`config.mk`:
```
export PLATFORM = sky130hd
export DESIGN_NAME = addergen_pipe
export DESIGN_NICKNAME = d
export VERILOG_FILES = /design/src/rtl/addergen_pkg.sv /design/src/rtl/addergen_chunk.sv /design/src/rtl/addergen_pipe.sv
export SDC_FILE = /design/constraint.sdc
export NUM_CORES = 1
export LEC_CHECK = 0
export BUFFER_PORTS_ARGS = -buffer_cell sky130_fd_sc_hd__buf_2
export CAP_MARGIN = 5
export CORE_MARGIN = 1
export CORE_UTILIZATION = 52
export CTS_BUF_LIST = sky130_fd_sc_hd__clkbuf_16
export DETAILED_ROUTE_END_ITERATION = 6
export PLACE_DENSITY = 0.78
export SLEW_MARGIN = 20
export SYNTH_ARGS = -nofsm -noshare
export SYNTH_HDL_FRONTEND = slang
export SYNTH_SLANG_ARGS = --single-unit
```
`constraint.sdc`:
```
create_clock -name clk -period 3.6 [get_ports clk]
set_input_delay 0.54 -clock clk [delete_from_list [all_inputs] [get_ports clk]]
set_output_delay 0.54 -clock clk [all_outputs]
set_load 0.02 [all_outputs]
```
`src/rtl/addergen_pkg.sv`:
```
// rtl/addergen_pkg.sv - shared chunk sizing helper and stage record template for addergen_pipe
package addergen_pkg;

  localparam int TMPL_WIDTH  = 32;
  localparam int TMPL_STAGES = 4;

  function automatic int chunk_w(input int width, input int stages);
    return (stages > 0) ? (width / stages) : width;
  endfunction

  localparam int TMPL_CHUNK = chunk_w(TMPL_WIDTH, TMPL_STAGES);

  // Upper operand chunks are kept right-aligned so each stage always adds bits [CHUNK-1:0].
  typedef struct packed {
    logic                  valid;
    logic                  carry;
    logic [TMPL_WIDTH-1:0] sum;
    logic [TMPL_WIDTH-1:0] a_hi;
    logic [TMPL_WIDTH-1:0] b_hi;
`ifdef ADDERGEN_PIPE_SUB_EN
    logic                  sub;
`endif
  } stage_t;

endpackage

```
`src/rtl/addergen_chunk.sv`:
```
// rtl/addergen_chunk.sv - combinational CHUNK-bit ripple adder built from per-bit full adders
module addergen_chunk
  import addergen_pkg::*;
#(
  parameter int CHUNK = 8
) (
  input  logic [CHUNK-1:0] a,
  input  logic [CHUNK-1:0] b,
  input  logic             ci,
  output logic [CHUNK-1:0] s,
  output logic             co
);

  logic [CHUNK:0] c;

  assign c[0] = ci;

  for (genvar i = 0; i < CHUNK; i++) begin : g_fa
    assign s[i]   = a[i] ^ b[i] ^ c[i];
    assign c[i+1] = (a[i] & b[i]) | (c[i] & (a[i] ^ b[i]));
  end

  assign co = c[CHUNK];

endmodule

```
`src/rtl/addergen_pipe.sv`:
```
// rtl/addergen_pipe.sv - elastic pipelined chunked adder; ADDERGEN_PIPE_SUB_EN adds sub/ovf
module addergen_pipe
  import addergen_pkg::*;
#(
  parameter int WIDTH  = 32,
  parameter int STAGES = 4
) (
  input  logic             clk,
  input  logic             rst_n,
  input  logic             in_valid,
  output logic             in_ready,
  input  logic [WIDTH-1:0] a,
  input  logic [WIDTH-1:0] b,
  input  logic             ci,
`ifdef ADDERGEN_PIPE_SUB_EN
  input  logic             sub,
  output logic             ovf,
`endif
  output logic             out_valid,
  input  logic             out_ready,
  output logic [WIDTH-1:0] sum,
  output logic             co
);

  localparam int CHUNK = chunk_w(WIDTH, STAGES);

  if ((STAGES < 1) || (STAGES > WIDTH) || ((WIDTH % STAGES) != 0)) begin : g_bad_cfg
    $error("addergen_pipe: WIDTH must be a multiple of STAGES with 1 <= STAGES <= WIDTH");
  end

  // Index s is the input side of stage s; index STAGES is the output register.
  logic             st_valid [STAGES+1];
  logic             st_carry [STAGES+1];
  logic [WIDTH-1:0] st_sum   [STAGES+1];
  logic [WIDTH-1:0] op_a     [STAGES];
  logic [WIDTH-1:0] op_b     [STAGES];
  logic [STAGES:0]  ready;

  logic [WIDTH-1:0] b_eff;
  logic             cin0;

`ifdef ADDERGEN_PIPE_SUB_EN
  logic ovf_q;

  assign b_eff = sub ? ~b : b;
  assign cin0  = sub ? 1'b1 : ci;
  assign ovf   = ovf_q;
`else
  assign b_eff = b;
  assign cin0  = ci;
`endif

  assign st_valid[0]   = in_valid;
  assign st_carry[0]   = cin0;
  assign st_sum[0]     = '0;
  assign op_a[0]       = a;
  assign op_b[0]       = b_eff;
  assign ready[STAGES] = out_ready;
  assign in_ready      = rst_n & ready[0];

  for (genvar s = 0; s < STAGES; s++) begin : g_stage
    logic [CHUNK-1:0] chunk_sum;
    logic             chunk_co;
    logic [WIDTH-1:0] sum_d;
    logic             valid_q;
    logic             carry_q;
    logic [WIDTH-1:0] sum_q;

    addergen_chunk #(.CHUNK(CHUNK)) u_chunk (
      .a  (op_a[s][CHUNK-1:0]),
      .b  (op_b[s][CHUNK-1:0]),
      .ci (st_carry[s]),
      .s  (chunk_sum),
      .co (chunk_co)
    );

    always_comb begin
      sum_d                      = st_sum[s];
      sum_d[s*CHUNK +: CHUNK]    = chunk_sum;
    end

    // Bubbles load zeros so data outputs never show stale operands while invalid.
    always_ff @(posedge clk) begin
      if (!rst_n) begin
        valid_q <= 1'b0;
        carry_q <= 1'b0;
        sum_q   <= '0;
      end else if (ready[s]) begin
        valid_q <= st_valid[s];
        carry_q <= st_valid[s] & chunk_co;
        sum_q   <= st_valid[s] ? sum_d : '0;
      end
    end

    assign st_valid[s+1] = valid_q;
    assign st_carry[s+1] = carry_q;
    assign st_sum[s+1]   = sum_q;
    assign ready[s]      = !valid_q || ready[s+1];

    if (s < STAGES - 1) begin : g_ops
      logic [WIDTH-1:0] a_q;
      logic [WIDTH-1:0] b_q;

      always_ff @(posedge clk) begin
        if (!rst_n) begin
          a_q <= '0;
          b_q <= '0;
        end else if (ready[s]) begin
          a_q <= st_valid[s] ? (op_a[s] >> CHUNK) : '0;
          b_q <= st_valid[s] ? (op_b[s] >> CHUNK) : '0;
        end
      end

      assign op_a[s+1] = a_q;
      assign op_b[s+1] = b_q;
    end

`ifdef ADDERGEN_PIPE_SUB_EN
    // The top chunk carries the operand sign bits, so overflow is resolved in the last stage.
    if (s == STAGES - 1) begin : g_ovf
      always_ff @(posedge clk) begin
        if (!rst_n) begin
          ovf_q <= 1'b0;
        end else if (ready[s]) begin
          ovf_q <= st_valid[s]
                   && (op_a[s][CHUNK-1] == op_b[s][CHUNK-1])
                   && (chunk_sum[CHUNK-1] != op_a[s][CHUNK-1]);
        end
      end
    end
`endif
  end

  assign out_valid = st_valid[STAGES];
  assign sum       = st_sum[STAGES];
  assign co        = st_carry[STAGES];

endmodule

```
**After elaboration in Yosys (flattened, before gate mapping)**

Index checks and enable logic that the tools add are counted.

- Mux-type cells: 10
- Reduce and logical (&&, ||, !) cells: 8
- Bitwise operators: 165

Operators with widths:

| operator | count |
|---|---|
| 2-to-1 mux 24 bit | 3 |
| bitwise AND 1 bit | 69 |
| bitwise XOR 1 bit | 64 |
| 2-to-1 mux 16 bit | 3 |
| 2-to-1 mux 32 bit | 1 |
| bitwise OR 1 bit | 32 |
| 2-to-1 mux 8 bit | 3 |
| logical NOT 1 bit | 4 |
| logical OR 1 bit | 4 |

- Input bits: 69
- Logic and storage cells: 201
- Output and inout port bits: 35
- Bits in registers: 184

**Logic depth before layout (Yosys ltp)**

Gate-level depths: netlist of run 1.

- Depth in word-level cells: 18
- Gate-level depth with buffers: 12
- Gate-level depth less buffers: 12

**By module**

A second synthesis of run 1 with hierarchy kept.

- Cells, all modules: 902
- Area total of the unflattened synthesis: 7906.3 sq um

Modules (own cells, without submodules):

| module | sequential area each (sq um) | instances | cells each | area an instance (sq um) |
|---|---|---|---|---|
| addergen_pipe | 3683.5 | 1 | 830 | 7115.6 |
| addergen_chunk | 0.0 | 4 | 18 | 197.7 |

**Least setup slack after synthesis of run 1**

OpenSTA, ideal clock, no wires.

- Kind: input-to-reg
- From: input port a[0]
- To: register g_stage[0].sum_q[7]
- Setup slack: 0.045 ns
- Cell stages on the path: 12
- Required time: 3.480 ns
- Buffers on the path: 0
- Setup time: 0.120 ns
- Arrival: 3.436 ns
- Cells stage by stage: inv_1 -> fa_1 -> fa_1 -> fa_1 -> fa_1 -> fa_1 -> inv_1 -> fa_1 -> fa_1 -> fa_1 -> nand3_1 -> mux2i_1

- Word-level cells in the longest chain between the ends: 17
- Elaborated cells on any way between the ends: 18
- Those cells by class: mux: 1; bitwise: 17

Ends and longest elaborated chain:

| item | RTL line | source |
|---|---|---|
| start, declared | addergen_pipe.sv:12 | `input logic [WIDTH-1:0] a,` |
| bitwise XOR 1 bit | addergen_chunk.sv:20 | `assign c[i+1] = (a[i] & b[i]) \| (c[i] & (a[i] ^ b[i]));` |
| bitwise AND 1 bit | addergen_chunk.sv:20 |  |
| bitwise OR 1 bit (*) | addergen_chunk.sv:20 |  |
| bitwise AND 1 bit (*) | addergen_chunk.sv:20 |  |
| bitwise OR 1 bit (*) | addergen_chunk.sv:20 |  |
| bitwise AND 1 bit (*) | addergen_chunk.sv:20 |  |
| bitwise OR 1 bit (*) | addergen_chunk.sv:20 |  |
| bitwise AND 1 bit (*) | addergen_chunk.sv:20 |  |
| bitwise OR 1 bit (*) | addergen_chunk.sv:20 |  |
| bitwise AND 1 bit (*) | addergen_chunk.sv:20 |  |
| bitwise OR 1 bit (*) | addergen_chunk.sv:20 |  |
| bitwise AND 1 bit (*) | addergen_chunk.sv:20 |  |
| bitwise OR 1 bit (*) | addergen_chunk.sv:20 |  |
| bitwise AND 1 bit (*) | addergen_chunk.sv:20 |  |
| bitwise OR 1 bit (*) | addergen_chunk.sv:20 |  |
| bitwise XOR 1 bit (*) | addergen_chunk.sv:19 | `assign s[i] = a[i] ^ b[i] ^ c[i];` |
| 2-to-1 mux 8 bit (*) | addergen_pipe.sv:91 | `sum_q <= st_valid[s] ? sum_d : '0;` |
| end signal, assigned | addergen_pipe.sv:91 |  |
| end, declared | addergen_pipe.sv:67 | `logic [WIDTH-1:0] sum_q;` |

Mark *: on every way between the ends. The rest lies on a longest branch, timed or not.
A chain may end at the register's enable or synchronous reset.

**Worst setup path in the final report of run 1**

Same ends and word-level chain as after synthesis.

==> reports/results.tsv, run 1 <==
metric	value	unit
Net Sw Frac	21.9	%
vias in the first global route	5491	
multi-input logic area	3600	sq um
final worst path period need	3470	ps
asr flop ratio synth	0	%
maximum clock path buffer count	2	
Fillers	1285	
number of enable flip-flop cells after synthesis	0	
area grow syn2layout	13.5	%
slowest CP cell	fa_1	
outcome	finished clean	
Worst slew margin	27.5	%
CP Max Fanout	1	
Yosys cell types	27	
Achievable Freq	288	MHz
Setup crit start	a[0]	
FF-to-FF Start	g_stage[1].carry_q	
DRT Pass-1 Iters	5	
first-pass GRT wire length	27.2	mm
diode count	0	
Setup TNS Final	0	ps
Setup crit start kind	input port	
Seq/Total Area, Yosys	47.2	%
share of cells above drive strength 1	15.7	%
die area	15500	sq um
largest family of logic cells by synthesized area	simple AND/OR/NAND/NOR gates	
Slew Viols, Final	0	
Most Frequent Cell on Critical Path	fa_1	
Final Hold Fails	0	
sw power	0.886	mW
final instance area	8850	sq um
Final HPWL DP	10.5	mm
RSZ-0062 raised after global routing	no	
final setup fails	0	
Synth area leader	dfxtp_1	
mux contribution to synthesized area	6.68	%
clock sink count	184	
family with the most delay on the worst path	adder cells	
buffers plus inverters on the worst setup path	3	
Avg Cell Area, Syn	8.79	sq um
max-cap violations	0	
Placed Area	8290	sq um
maximum ir drop on the vdd rail	0.000312	V
Post-Syn Nets	988	
CTS tree	done	
Yosys reg bits	184	
Worst path max stage delay	430	ps
Min-Delay Path Class	input port to flop	
share of total power in sequential cells	52.0	%
setup repair bufs after CTS	0	
cell-internal power	3.16	mW
Hold Buf Count CTS	0	
area taken by flip-flops and latches	3680	sq um
post-DR vias/cell	5.18	
clock root buffer	clkbuf_16	
P_leak	3.12	nW
GRT Overall Usage	21.5	%
# IOs	104	
CTS buffer count	17	
DRC Markers	0	
WL/cell	13.9	um
Yosys top cell area share	47.2	%
clk slew on worst S/H paths	60	ps
post-layout net count	1048	
Vias	5925	
Clock Power Share	43.1	%
Post-synth top flop	dfxtp_1	
Critical Path RT	3880	ps
final WL	15.9	mm
largest net degree at the start of global routing	93	
Post-synth top cells	nand2_1, dfxtp_1, nand3_1	
synth warn	0	
H-tree Lvls	4	
Comb pwr share	5.0	%
setup slack, reg-to-reg	170	ps
1st-iter DRT viols	534	
hold_sp	a[10]	
Synth area leaders	dfxtp_1, nand2_1, fa_1	
antenna-violating nets left	0	
worst slack at placement	-249	ps
most common cell in the netlist	nand2_1	
worst slew pin tran	1090	ps
port bufs	103	
total gr overflow	0	
row count	44	
initial antenna violation count	0	
clk_skew	5.82	ps
die height	124	um
Hold Slack	378	ps
Post-Synth Simple-Gate Area	20.4	%
Worst-Skew Late Latency	430	ps
setup slack after layout	132	ps
Compound-Gate Fraction of Synth Area	10.6	%
CP arrival	3750	ps
Synth Area in XOR/XNOR	0	%
Core Area	14600	sq um
critical-path cell list	buf_2, inv_1, fa_1, fa_1, fa_1, fa_1, fa_1, inv_1, fa_1, fa_1, fa_1, nand3_1, mux2i_1	
crit end category	flop	
pwr dens	457	nW/um^2
gp weighted congestion	0.785	
Tcrit/Tclk final	96.3	%
total power	4.04	mW
Post-Syn Area	7800	sq um
Initial Util	53.4	%
crit path kind	input port to flop	
Post-Synth Adder-Cell Area	8.22	%
Die X	124	um
Post-Synthesis Cells	887	
[cells by family (layout without fill, tap and decap cells)]
group,Yosys count,in the layout
fa+ha+maj,32,32
simple gates,363,363
flops,184,184
mux,52,52
buf+inv,124,196
compound gates,132,132
[metrics by stage]
step                      std cells  utilization [%]
after floorplan                 887                -
after global placement         1112             56.8
after detailed placement       1112             56.8
after CTS                      1143             60.5
after global routing           1143             60.7
final                          1143             60.7
[power by group through the flow]
stage	Clock (mW)	Sequential, mW	Combinational, mW
after floorplan	0	2.14	0.134
after global placement	0	2.15	0.194
after detailed placement	0	2.15	0.199
after CTS	1.76	2.10	0.201
after global routing	1.85	2.11	0.227
final	1.74	2.10	0.200
[flip-flops by register name, summed over array words and instances (netlist names)]
| name | count |
|---|---|
| g_stage.valid_q | 3 |
| co | 1 |
| sum | 32 |
| g_stage.g_ops.a_q | 48 |
| g_stage.carry_q | 3 |
| out_valid | 1 |
| g_stage.sum_q | 48 |
| g_stage.g_ops.b_q | 48 |
[layout make-up]
cell class              count  area share (%)
well taps                 184            2.60
clock buffers              17            4.81
repair buffers            114            6.78
inverters                  51            2.16
multi-input cells         579            40.7
flip-flops and latches    184            41.6
clock inverters            14            1.31
[cells in the final DEF (no fill, tap or decap), types with 6 or more instances in the layout]
| master | n |
|---|---|
| dfxtp_1 | 184 |
| nand3b_1 | 16 |
| fa_1 | 23 |
| nand3_1 | 101 |
| clkinv_1 | 6 |
| buf_2 | 102 |
| buf_4 | 12 |
| a21oi_1 | 59 |
| mux2i_1 | 52 |
| fa_2 | 9 |
| a21boi_0 | 59 |
| nand2_1 | 229 |
| inv_1 | 52 |
| clkbuf_16 | 17 |
[routing by layer]
metal | vias to the layer above | routed length (um) | global-route usage [%]
met5 | - | 0 | 0
met4 | 0 | 193 | 6.87
met3 | 18 | 732 | 4.94
met2 | 141 | 6540 | 29.6
met1 | 2751 | 8430 | 32.7
li1 | 3015 | - | -
[final timing paths]
path,to,cells after the start
min reg2reg,sum[3],2
max,g_stage[0].sum_q[7],13
min,g_stage[0].g_ops.a_q[2],3
max reg2reg,g_stage[2].sum_q[23],12
[timing repair]
item | CTS | global route
gates resized for setup | 0 | 9
setup endpoints to repair | 0 | 3
hold endpoints to repair | 0 | 0
[worst min-delay path: stages]
cell and delay [ps]:
buf_2 90, nand3_1 60, mux2i_1 60
(Power assumes the default switching activity.)
==> run 2: changes to the inputs <==
CORE_UTILIZATION = 50   (was 52)
PLACE_DENSITY = 0.75   (was 0.78)
SYNTH_HIERARCHICAL = 1   (was unset)
==> run 2 against run 1 <==
The flow now finishes with violations (negative setup slack). Final cell count up 1.7%. Critical endpoint is now sum[31]. Combinational power grew 9%. First-iteration DRC count grew 10%. Largest cell class is now multi-input gates. Final area grew 1.9%. Largest power group unchanged.
==> reports/results.tsv, run 2 <==
metric	value	unit	change
outcome	finished, violations left		
failing checks	negative setup slack		
share of cells above drive strength 1	18.6	%	+2.8 points
maximum ir drop on the vdd rail	0.000361	V	+16%
Post-synth top cells	dfxtp_1, nand3_1, a21boi_0, nand2_1, clkbuf_1		
final worst path period need	3610	ps	+137 ps
asr flop ratio synth	0	%	unchanged
Synth area leader	dfxtp_1		
Setup TNS Final	-5.32	ps	-5.32 ps
slowest CP cell	fa_1		
CP Max Fanout	2		+1
Post-synth top flop	dfxtp_1		
number of enable flip-flop cells after synthesis	0		unchanged
FF-to-FF Start	g_stage[2].g_ops.a_q[0]		
maximum clock path buffer count	2		unchanged
GRT Overall Usage	22.2	%	+0.72 points
Most Frequent Cell on Critical Path	fa_2		
1st-iter DRT viols	588		+10%
Critical Path RT	3960	ps	+80 ps
final instance area	9020	sq um	+1.9%
diode count	0		unchanged
Vias	6201		+4.7%
Slew Viols, Final	0		unchanged
post-DR vias/cell	5.33		+2.9%
family with the most delay on the worst path	adder cells		
buffers plus inverters on the worst setup path	4		+1
Net Sw Frac	22.1	%	+0.21 points
die area	16300	sq um	+5.4%
Placed Area	8400	sq um	+1.3%
Worst slew margin	29.3	%	+1.8 points
Setup crit start kind	flop		
met3 wire length	719	um	-1.8%
Achievable Freq	277	MHz	-3.8%
share of total power in sequential cells	50.3	%	-1.7 points
Metal-1 WL	8.70	mm	+3.2%
Worst path max stage delay	430	ps	about the same
cell-internal power	3.25	mW	+2.8%
gp weighted congestion	0.734		-6.4%
DRT Pass-1 Iters	4		-1
Core Area	15300	sq um	+5.0%
first-pass GRT wire length	29.0	mm	+6.6%
uppermost layer routed	met4		
hold_sp	a[13]		
Post-Syn Area	7910	sq um	+1.4%
CTS tree	done		
most common cell in the netlist	dfxtp_1		
clock sink count	184		unchanged
final WL	16.8	mm	+5.9%
max-cap violations	0		unchanged
worst hold path stage count	3		unchanged
Hold Buf Count CTS	0		unchanged
sw power	0.922	mW	+4.1%
Seq/Total Area, Yosys	46.6	%	-0.66 points
Comb pwr share	5.2	%	+0.2 points
setup slack after layout	-5.32	ps	-137 ps
Worst-Skew Late Latency	430	ps	about the same
Initial Util	51.6	%	-1.8 points
Yosys reg bits	184		unchanged
clock root buffer	clkbuf_16		
Yosys cell types	23		-15%
H-tree Lvls	4		unchanged
largest net degree at the start of global routing	188		+100%
final core occ	58.9	%	-1.8 points
most frequent cells in the layout	nand3_1, dfxtp_1, nand2_1		
crit path kind	flop to flop		
Hold Slack	371	ps	-6.90 ps
Tcrit/Tclk final	100	%	+3.8 points
row count	45		+2.3%
Reg2Reg Capture Point	sum[31]		
Clock Power Share	44.4	%	+1.3 points
port bufs	103		unchanged
Min-Delay Path Class	input port to flop		
Yosys top cell area share	46.6	%	-0.66 points
setup slack, reg-to-reg	-5	ps	-180 ps
WL/cell	14.5	um	+4.1%
Inst Count DP	1132		+1.8%
Post-Synthesis Cells	902		+1.7%
Die X	128	um	+2.7%
Post-Syn Nets	1003		+1.5%
area grow syn2layout	14.1	%	
Avg Cell Area, Syn	8.77	sq um	-0.27%
worst-case reg-to-reg path depth	14		+2
CTS buffer count	17		unchanged
die height	128	um	+2.7%
vias in the first global route	5744		+4.6%
worst slew pin tran	1060	ps	-26.8 ps
post-layout net count	1041		-0.67%
antenna-violating nets left	0		unchanged
total power	4.17	mW	+3.1%
final setup fails	1		+1
total gr overflow	0		unchanged
# IOs	104		unchanged
CP arrival	3960	ps	+210 ps
Synth area leaders	dfxtp_1, a21boi_0, nand3_1		
clk_skew	7.23	ps	+1.42 ps
clk slew on worst S/H paths	60	ps	about the same
WHS Endpoint	g_stage[0].g_ops.a_q[5]		
P_leak	3.24	nW	+4.0%
Final HPWL DP	10.3	mm	-2.4%
met2 wire len	7.17	mm	+9.7%
DRC Markers	0		unchanged
Final Hold Fails	0		unchanged
RSZ-0062 raised after global routing	yes		
top flop regs	g_stage.g_ops.a_q (48), g_stage.g_ops.b_q (48), g_stage.sum_q (48)		
critical-path cell list	fa_2, inv_2, fa_1, inv_1, fa_2, fa_2, fa_2, fa_2, fa_2, inv_2, fa_1, inv_1, nand3_1, a21boi_1		
Finished Layout Cells	1163		+1.7%
crit end category	flop		
initial antenna violation count	0		unchanged
worst slack at placement	-367	ps	-118 ps
pwr dens	462	nW/um^2	+1.1%
synth warn	6		+6
## run 2: area by class of cell
class / count / area, sq um
Tap cell: 211 / 264
Clock buffer: 17 / 425
Timing Repair Buffer: 113 / 609
Clock inverter: 14 / 156
Inverter: 40 / 150
Fill cell: 1420 / 6290
Sequential cell: 184 / 3690
Multi-Input combinational cell: 584 / 3730
## run 2: how the worst max path moves through the flow
stage | start | depth (start not counted) | to | slack (ps)
finish | g_stage[2].g_ops.a_q[0] | 14 | sum[31] | -5
global route | g_stage[2].g_ops.a_q[0] | 14 | sum[31] | -140
CTS | g_stage[2].g_ops.a_q[0] | 14 | sum[31] | -8
detailed placement | a[0] | 15 | g_stage[0].sum_q[7] | -370
global placement | a[0] | 15 | g_stage[0].sum_q[7] | -290
floorplan | a[0] | 14 | g_stage[0].sum_q[7] | -90
## run 2: logic make-up (layout without fill, tap and decap cells)
logic type | count (synthesis) | count (layout) | share of synthesized area, %
compound gates | 184 | 184 | 15.7
flops | 184 | 184 | 46.6
simple gates | 368 | 368 | 22.5
buf+inv | 134 | 184 | 7.11
fa+ha+maj | 32 | 32 | 8.10
## run 2: power by group through the flow
stage	clock, mW	sequential, mW	combinational [mW]
4_1_cts	1.88	2.10	0.218
2_1_floorplan	0	2.14	0.144
3_3_place_gp	0	2.14	0.214
5_1_grt	1.97	2.10	0.249
3_5_place_dp	0	2.14	0.217
6_report	1.85	2.10	0.218
## run 2: layer usage
metal,global-route usage [%],vias to the layer above
met2,30.5,140
met3,3.96,18
li1,-,3165
met5,0,-
met1,34.3,2878
met4,7.89,0
## run 2: what timing repair did
item	CTS	global route
endpoints found under the setup margin	3	4
buffers inserted	0	0
pin swaps	5	7
resized for setup	17	13
## run 2: worst reg2reg max path, stage by stage (launching register included)
cell and delay, ps:
dfxtp_2 330, fa_2 380, inv_2 60, fa_1 150, inv_1 50, fa_2 330, fa_2 350, fa_2 350
fa_2 350, fa_2 350, inv_2 90, fa_1 430, inv_1 70, nand3_1 70, a21boi_1 160
